--- src/rtl/spi_pkg.sv ---
// Shared types and frame-length helpers for the SPI host sequencer.
//   cmd_e         : 2-bit command placed in front of every frame payload
//   ctrl_state_e  : sequencer states
//   *_frame_len   : number of SS_n-low cycles per frame type
package spi_pkg;

  typedef enum logic [1:0] {
    WR_ADDR = 2'b00,
    WR_DATA = 2'b01,
    RD_ADDR = 2'b10,
    RD_DATA = 2'b11
  } cmd_e;

  typedef enum logic [2:0] {
    IDLE,
    ADDR_FRM,
    GAP_WAIT,
    DATA_FRM,
    RD_CAP,
    DONE
  } ctrl_state_e;

  // Select bit, W+2 command/payload bits, one trailing zero.
  function automatic int short_frame_len(input int w);
    return w + 4;
  endfunction

  // Command part, read latency, then W returned bits (last bit on the final low cycle).
  function automatic int read_frame_len(input int w, input int rd_lat);
    return 2 * w + rd_lat + 3;
  endfunction

  function automatic int frame_cnt_width(input int w, input int rd_lat);
    return $clog2(2 * w + rd_lat + 5);
  endfunction

endpackage

--- src/rtl/spi_frame_shifter.sv ---
// Serialises one frame word onto MOSI and deserialises the read reply from MISO.
//   clk_i, rst_n_i : clock, async active-low reset
//   start_i        : load word_i; the next cycle is the first SS_n-low cycle
//   word_i         : {cmd[1:0], payload[W-1:0]}
//   long_i         : frame is a RD_DATA frame (extended to capture the reply)
//   miso_i         : serial data from slave
//   mosi_o         : registered serial data to slave
//   cmd_end_o      : current cycle is the last cycle of the command part
//   frame_done_o   : current cycle is the last low cycle of the frame
//   rx_next_o      : reply word including the bit sampled this cycle
module spi_frame_shifter
  import spi_pkg::*;
#(
  parameter int W      = 8,
  parameter int RD_LAT = 2
) (
  input  logic         clk_i,
  input  logic         rst_n_i,
  input  logic         start_i,
  input  logic [W+1:0] word_i,
  input  logic         long_i,
  input  logic         miso_i,
  output logic         mosi_o,
  output logic         cmd_end_o,
  output logic         frame_done_o,
  output logic [W-1:0] rx_next_o
);

  localparam int CW = frame_cnt_width(W, RD_LAT);
  localparam logic [CW-1:0] CMD_LAST  = CW'(short_frame_len(W) - 1);
  localparam logic [CW-1:0] LONG_LAST = CW'(read_frame_len(W, RD_LAT) - 1);
  localparam logic [CW-1:0] CAP_FIRST = CW'(W + 3 + RD_LAT);

  logic          active_q, active_d;
  logic          long_q, long_d;
  logic          mosi_q, mosi_d;
  logic [CW-1:0] cnt_q, cnt_d;
  logic [W+1:0]  word_q, word_d;
  logic [W-2:0]  rx_q, rx_d;
  logic          last_c;

  assign last_c       = active_q && (cnt_q == (long_q ? LONG_LAST : CMD_LAST));
  assign frame_done_o = last_c;
  assign cmd_end_o    = active_q && (cnt_q == CMD_LAST);
  assign rx_next_o    = {rx_q, miso_i};
  assign mosi_o       = mosi_q;

  // cnt_q is the 0-based index of the current low cycle. The select bit is
  // shown on the first cycle and repeated on the second, because the word is
  // only shifted after it has been presented twice; zeros then fill in behind.
  always_comb begin
    active_d = active_q;
    long_d   = long_q;
    cnt_d    = cnt_q;
    word_d   = word_q;
    rx_d     = rx_q;
    mosi_d   = 1'b0;
    if (start_i) begin
      active_d = 1'b1;
      long_d   = long_i;
      cnt_d    = '0;
      word_d   = word_i;
      rx_d     = '0;
      mosi_d   = word_i[W+1];
    end else if (active_q) begin
      if (long_q && (cnt_q >= CAP_FIRST)) begin
        rx_d = rx_next_o[W-2:0];
      end
      if (last_c) begin
        active_d = 1'b0;
      end else begin
        cnt_d  = cnt_q + CW'(1);
        mosi_d = word_q[W+1];
        word_d = {word_q[W:0], 1'b0};
      end
    end
  end

  always_ff @(posedge clk_i or negedge rst_n_i) begin
    if (!rst_n_i) begin
      active_q <= 1'b0;
      long_q   <= 1'b0;
      mosi_q   <= 1'b0;
      cnt_q    <= '0;
      word_q   <= '0;
      rx_q     <= '0;
    end else begin
      active_q <= active_d;
      long_q   <= long_d;
      mosi_q   <= mosi_d;
      cnt_q    <= cnt_d;
      word_q   <= word_d;
      rx_q     <= rx_d;
    end
  end

endmodule

--- src/rtl/spi_master_ctrl.sv ---
// Host-side sequencer: turns one memory request into an address frame and a
// data frame towards the SPI slave/RAM wrapper; reads return the captured word.
//   clk_i, rst_n_i : clock, async active-low reset
//   req_valid_i/req_ready_o, req_write_i, req_addr_i, req_wdata_i : request
//   rsp_valid_o    : one-cycle pulse, read data valid
//   rsp_rdata_o    : last read data, held until the next read completes
//   busy_o         : operation in progress
//   ss_n_o, mosi_o, miso_i : SPI lines (ss_n_o and mosi_o registered)
//
// state    | meaning
// IDLE     | SS_n high, ready for a request
// ADDR_FRM | sending WR_ADDR / RD_ADDR frame
// GAP_WAIT | SS_n high between the two frames
// DATA_FRM | sending WR_DATA frame, or command part of RD_DATA frame
// RD_CAP   | RD_DATA frame kept open for latency + reply bits
// DONE     | SS_n high for one cycle, read response presented
module spi_master_ctrl
  import spi_pkg::*;
#(
  parameter  int MEM_DEPTH = 256,
  parameter  int RD_LAT    = 2,
  parameter  int GAP       = 1,
  localparam int W         = $clog2(MEM_DEPTH)
) (
  input  logic         clk_i,
  input  logic         rst_n_i,
  input  logic         req_valid_i,
  output logic         req_ready_o,
  input  logic         req_write_i,
  input  logic [W-1:0] req_addr_i,
  input  logic [W-1:0] req_wdata_i,
  output logic         rsp_valid_o,
  output logic [W-1:0] rsp_rdata_o,
  output logic         busy_o,
  output logic         ss_n_o,
  output logic         mosi_o,
  input  logic         miso_i
);

  localparam int GAP_W = (GAP > 1) ? $clog2(GAP) : 1;

  ctrl_state_e state_q, state_d;
  logic             ss_n_q, ss_n_d;
  logic [GAP_W-1:0] gap_q, gap_d;
  logic             wr_q, wr_d;
  logic [W-1:0]     addr_q, addr_d;
  logic [W-1:0]     wdata_q, wdata_d;
  logic             rsp_valid_q, rsp_valid_d;
  logic [W-1:0]     rsp_rdata_q, rsp_rdata_d;

  logic             frm_start;
  logic             frm_long;
  cmd_e             frm_cmd;
  logic [W-1:0]     frm_payload;
  logic [W+1:0]     frm_word;
  logic             frm_cmd_end;
  logic             frm_done;
  logic [W-1:0]     frm_rx_next;

  assign frm_word = {frm_cmd, frm_payload};

  spi_frame_shifter #(
    .W      (W),
    .RD_LAT (RD_LAT)
  ) u_shifter (
    .clk_i        (clk_i),
    .rst_n_i      (rst_n_i),
    .start_i      (frm_start),
    .word_i       (frm_word),
    .long_i       (frm_long),
    .miso_i       (miso_i),
    .mosi_o       (mosi_o),
    .cmd_end_o    (frm_cmd_end),
    .frame_done_o (frm_done),
    .rx_next_o    (frm_rx_next)
  );

  always_comb begin
    state_d     = state_q;
    ss_n_d      = ss_n_q;
    gap_d       = gap_q;
    wr_d        = wr_q;
    addr_d      = addr_q;
    wdata_d     = wdata_q;
    rsp_valid_d = 1'b0;
    rsp_rdata_d = rsp_rdata_q;
    frm_start   = 1'b0;
    frm_long    = 1'b0;
    frm_cmd     = WR_ADDR;
    frm_payload = '0;
    unique case (state_q)
      IDLE: begin
        ss_n_d = 1'b1;
        if (req_valid_i) begin
          wr_d        = req_write_i;
          addr_d      = req_addr_i;
          wdata_d     = req_wdata_i;
          frm_start   = 1'b1;
          frm_cmd     = req_write_i ? WR_ADDR : RD_ADDR;
          frm_payload = req_addr_i;
          ss_n_d      = 1'b0;
          state_d     = ADDR_FRM;
        end
      end
      ADDR_FRM: begin
        if (frm_done) begin
          ss_n_d  = 1'b1;
          gap_d   = GAP_W'(GAP - 1);
          state_d = GAP_WAIT;
        end
      end
      GAP_WAIT: begin
        if (gap_q == '0) begin
          frm_start   = 1'b1;
          frm_long    = !wr_q;
          frm_cmd     = wr_q ? WR_DATA : RD_DATA;
          frm_payload = wr_q ? wdata_q : '0;
          ss_n_d      = 1'b0;
          state_d     = DATA_FRM;
        end else begin
          gap_d = gap_q - GAP_W'(1);
        end
      end
      DATA_FRM: begin
        if (!wr_q) begin
          if (frm_cmd_end) state_d = RD_CAP;
        end else if (frm_done) begin
          ss_n_d  = 1'b1;
          state_d = DONE;
        end
      end
      RD_CAP: begin
        // The last reply bit is on MISO now; take it straight into the response.
        if (frm_done) begin
          ss_n_d      = 1'b1;
          rsp_valid_d = 1'b1;
          rsp_rdata_d = frm_rx_next;
          state_d     = DONE;
        end
      end
      DONE: begin
        ss_n_d  = 1'b1;
        state_d = IDLE;
      end
      default: begin
        ss_n_d  = 1'b1;
        state_d = IDLE;
      end
    endcase
  end

  always_ff @(posedge clk_i or negedge rst_n_i) begin
    if (!rst_n_i) begin
      state_q     <= IDLE;
      ss_n_q      <= 1'b1;
      gap_q       <= '0;
      wr_q        <= 1'b0;
      addr_q      <= '0;
      wdata_q     <= '0;
      rsp_valid_q <= 1'b0;
      rsp_rdata_q <= '0;
    end else begin
      state_q     <= state_d;
      ss_n_q      <= ss_n_d;
      gap_q       <= gap_d;
      wr_q        <= wr_d;
      addr_q      <= addr_d;
      wdata_q     <= wdata_d;
      rsp_valid_q <= rsp_valid_d;
      rsp_rdata_q <= rsp_rdata_d;
    end
  end

  assign req_ready_o = (state_q == IDLE);
  assign busy_o      = (state_q != IDLE);
  assign ss_n_o      = ss_n_q;
  assign rsp_valid_o = rsp_valid_q;
  assign rsp_rdata_o = rsp_rdata_q;

endmodule

--- config.mk ---
export PLATFORM = sky130hd
export DESIGN_NAME = spi_master_ctrl
export DESIGN_NICKNAME = d
export VERILOG_FILES = /design/src/rtl/spi_pkg.sv /design/src/rtl/spi_frame_shifter.sv /design/src/rtl/spi_master_ctrl.sv
export SDC_FILE = /design/constraint.sdc
export NUM_CORES = 1
export LEC_CHECK = 0
export ABC_AREA = 1
export BUFFER_PORTS_ARGS = -buffer_cell sky130_fd_sc_hd__buf_2
export CORE_ASPECT_RATIO = 1.5
export CORE_MARGIN = 5
export CORE_UTILIZATION = 40
export CTS_BUF_LIST = sky130_fd_sc_hd__clkbuf_4
export CTS_CLUSTER_SIZE = 10
export DETAILED_ROUTE_END_ITERATION = 16
export PLACE_DENSITY = 0.7
export SLEW_MARGIN = 20
export SYNTH_ARGS = -nofsm -noshare
export SYNTH_HDL_FRONTEND = slang
export SYNTH_SLANG_ARGS = --single-unit
--- constraint.sdc ---
create_clock -name clk_i -period 2.15 [get_ports clk_i]
set_input_delay 0.43 -clock clk_i [delete_from_list [all_inputs] [get_ports clk_i]]
set_output_delay 0.43 -clock clk_i [all_outputs]
set_load 0.02 [all_outputs]
==> results.yml <==
status:
  status: "completed"
yosys:
  synth_xor_xnor_area_share_pct: 0.397
  synth_enable_flop_cells: 0
  synth_top_family_by_area: "simple AND/OR/NAND/NOR gates"
  synth-seq-area-share_pct: 53.4
  syn-cell-area_um2: 2200
  post_synth_mux_area_share_pct: 0
  synth-simple-area-share_pct: 34.2
  synthesis.yosys.warnings: 0
  yosys.area.top_type_share_pct: 52.2
  post_synthesis_sequential_element_count: 47
  synth-compound-area-share_pct: 4.82
  synth_area_per_cell_um2: 8.14
  synthAdderAreaFrac_pct: 1.14
  yosys.area.top_type: "dfrtp_1"
  async_reset_ff_share_pct: 100
  netlist-cell-type-count: 29
  syn_nets: 294
  synth.area.top_cells: "dfrtp_1 52%, nand2_1 21%, nand3_1 3.2%"
  synth_flop_cell: "dfrtp_1"
  synthCells: 271
worst_setup_path:
  worst_r2r_startpoint: "u_shifter.cnt_q[0]"
  timing.reg2reg.setup_slack_ps: 430
  timing.critical_path.cells: "nor2_4, nand2_4, inv_1, buf_2"
  worstSetupStartpointType: "flop"
  critical_path.endpoint_type: "primary output"
  crit_slowest_cell: "dfrtp_1"
  crit_buf_inv: 2
  critical_path_required_ps: 1720
  path_max_fanout: 4
  worstSetupStartpoint: "state_q[1]"
  max_stage_delay_ps: 470
  critPathKind: "reg2out"
  crit_family: "flip-flops"
  worst_ep_arrival_time_ps: 1310
placed_design:
  gpl.final_weighted_congestion: 0.836
  detailed_place.area_um2: 2440
  detailedPlacementHpwl_um: 3450
  post-place-cells: 372
  numPortBuffers: 33
hold_path:
  hold_path_startpoint: "req_wdata_i[2]"
  min_path_type: "in2reg"
finish:
  finish.instance_area_um2: 2550
  layout-drive-gt1-share_pct: 19.9
  fin_nets: 333
  layout.core_utilization_pct: 47.2
  insertedDiodeCount: 0
  post_layout_nonfiller_instances: 381
  area_growth_syn_to_layout_pct: 15.9
die:
  design.core.area_um2: 5410
  dieArea_um2: 7130
  initial_utilization_pct: 40.8
  placement_rows: 33
  floorplan.die.width_um: 70.6
  boundaryPins: 34
  floorplan.die.height_um: 101
clock_tree:
  tritoncts_num_sinks: 47
  cts_inserted_buffers: 5
  h-tree-depth: 2
  clockRootBuffer: "clkbuf_4"
  clock_tree_from_tritoncts: "done"
  cts-resized-gates: 0
  worst_setup_hold_path_clk_slew_ps: 150
  clock_insertion_delay_worst_skew_ps: 370
  cts_buffer_depth: 2
drt:
  post_drt_antenna_nets: 0
  route.detailed.drc: 0
  detail_route.wl_per_cell_um: 11.8
  vias: 1784
  iteration_0_drc_markers: 62
  vias_per_cell: 4.68
  route.final.wire_length_um: 4490
  drtPass1Iterations: 4
power_and_ir_drop:
  total_power_mw: 3.21
  p_leak_nw: 1.39
  power_per_cell_area_nw_per_um2: 1260
  power.ir.vdd_worst_mv: 0.581
sta:
  worstMarginPinSlew_ps: 511
  final.min_clock_period_ps: 1740
  timing.setup.tns_ps: 0
  skew_ps: 15.1
  hold_viol_final: 0
  grt_setup_unrepaired: "no"
  setup-violations-final: 0
  slew_headroom_pct: 65.8
  fmax_mhz: 574
  timing_max_transition_violations_final: 0
  min_period_over_period_pct: 81.1
flow_run:
  max_cap_violations: 0
global_routing:
  initial_antenna_violation_count: 0
  grt_overflow_total: 0
  grt_start_max_net_pins: 22
  vias_in_the_first_global_route: 1861
  grtUsageTotal_pct: 13.7
  grt_first_pass_wirelength_um: 7910
[cell usage in the layout, fill, tap and decap left out, drive strengths merged, types with 3 or more instances in the layout]
| master | n |
|---|---|
| nor3 | 3 |
| a21oi | 3 |
| inv | 22 |
| buf | 37 |
| nand3 | 15 |
| nand2 | 127 |
| nand4 | 7 |
| dfrtp | 46 |
| clkbuf | 5 |
| o21ai | 13 |
| nor2 | 18 |
[metrics by stage]
stage	setup slack, ps	hold WS (ps)
after floorplan	752	134
after global placement	533	347
after detailed placement	486	346
after CTS	391	231
after global routing	221	222
final	407	246
[sequential cells by signal, summed over array words and instances, names as in the netlist]
| register | count |
|---|---|
| rsp_valid_o | 1 |
| state_q | 3 |
| u_shifter.cnt_q | 5 |
| u_shifter.long_q | 1 |
| u_shifter.word_q | 10 |
| u_shifter.mosi_o | 1 |
| u_shifter.rx_q | 7 |
| wdata_q | 8 |
| wr_q | 1 |
| rsp_rdata_o | 8 |
| ss_n_o | 1 |
| u_shifter.active_q | 1 |
[worst reg2reg max path: stages (launching register included)]
cell	delay, ps
dfrtp_1	440
inv_1	110
nor2_1	110
nand3_1	120
nand2_1	130
nand3b_1	310
inv_1	290
nand2_1	80
nand2_1	60
[cell families (layout without fill, tap and decap cells)]
| family | count (synthesis) | in the layout |
|---|---|---|
| flops | 47 | 47 |
| fa+ha+maj | 2 | 2 |
| buf+inv | 28 | 68 |
| simple gates | 174 | 174 |
| compound gates | 19 | 19 |
| xor+xnor | 1 | 1 |
[cell usage after synthesis, types with 3 or more instances]
master / n
inv_2: 4
nand4_1: 7
nor2_4: 3
nand2_2: 3
nand2_1: 123
a21oi_1: 3
dfrtp_1: 46
nand3_1: 14
inv_1: 17
nor2_1: 13
o21ai_0: 12
nor3_1: 3
[path summary, 6_finish.rpt]
path | cells after the start | endpoint
min in group asynchronous | 2 | wdata_q[1]
worst min-delay path | 3 | wdata_q[2]
worst min register to register | 2 | wdata_q[0]
worst max-delay path | 4 | req_ready_o
max in group asynchronous | 3 | u_shifter.word_q[9]
worst max register to register | 8 | rsp_rdata_o[2]
[report_power, final]
group / internal, mW / leakage [nW] / switching [mW]
sequential: 1.15 / 0.607 / 0.203
clock: 0.362 / 0.0514 / 0.294
combinational: 0.426 / 0.727 / 0.779
total: 1.93 / 1.39 / 1.28
[timing repair]
action,4_1_cts,5_1_grt
hold endpoints to repair,11,0
setup buffers,0,0
hold buffers,1,0
[layout make-up]
type	instances	area (µm²)
Clock buffer	5	37.5
Clock inverter	3	67.6
Multi-Input combinational cell	196	895
Fill cell	561	2850
Tap cell	70	87.6
Inverter	22	85.1
Sequential cell	47	1180
Timing Repair Buffer	38	205
[layer usage]
metal	part of all wire (%)	wire length, µm	track usage (%)	up-vias
li1	-	-	-	922
met1	41	1830	14.9	818
met2	53	2370	25.7	37
met3	5.2	231	3.19	7
met4	1.3	58	4.78	0
met5	0	0	0	-
No activity file was read; power rests on OpenSTA's default activity.
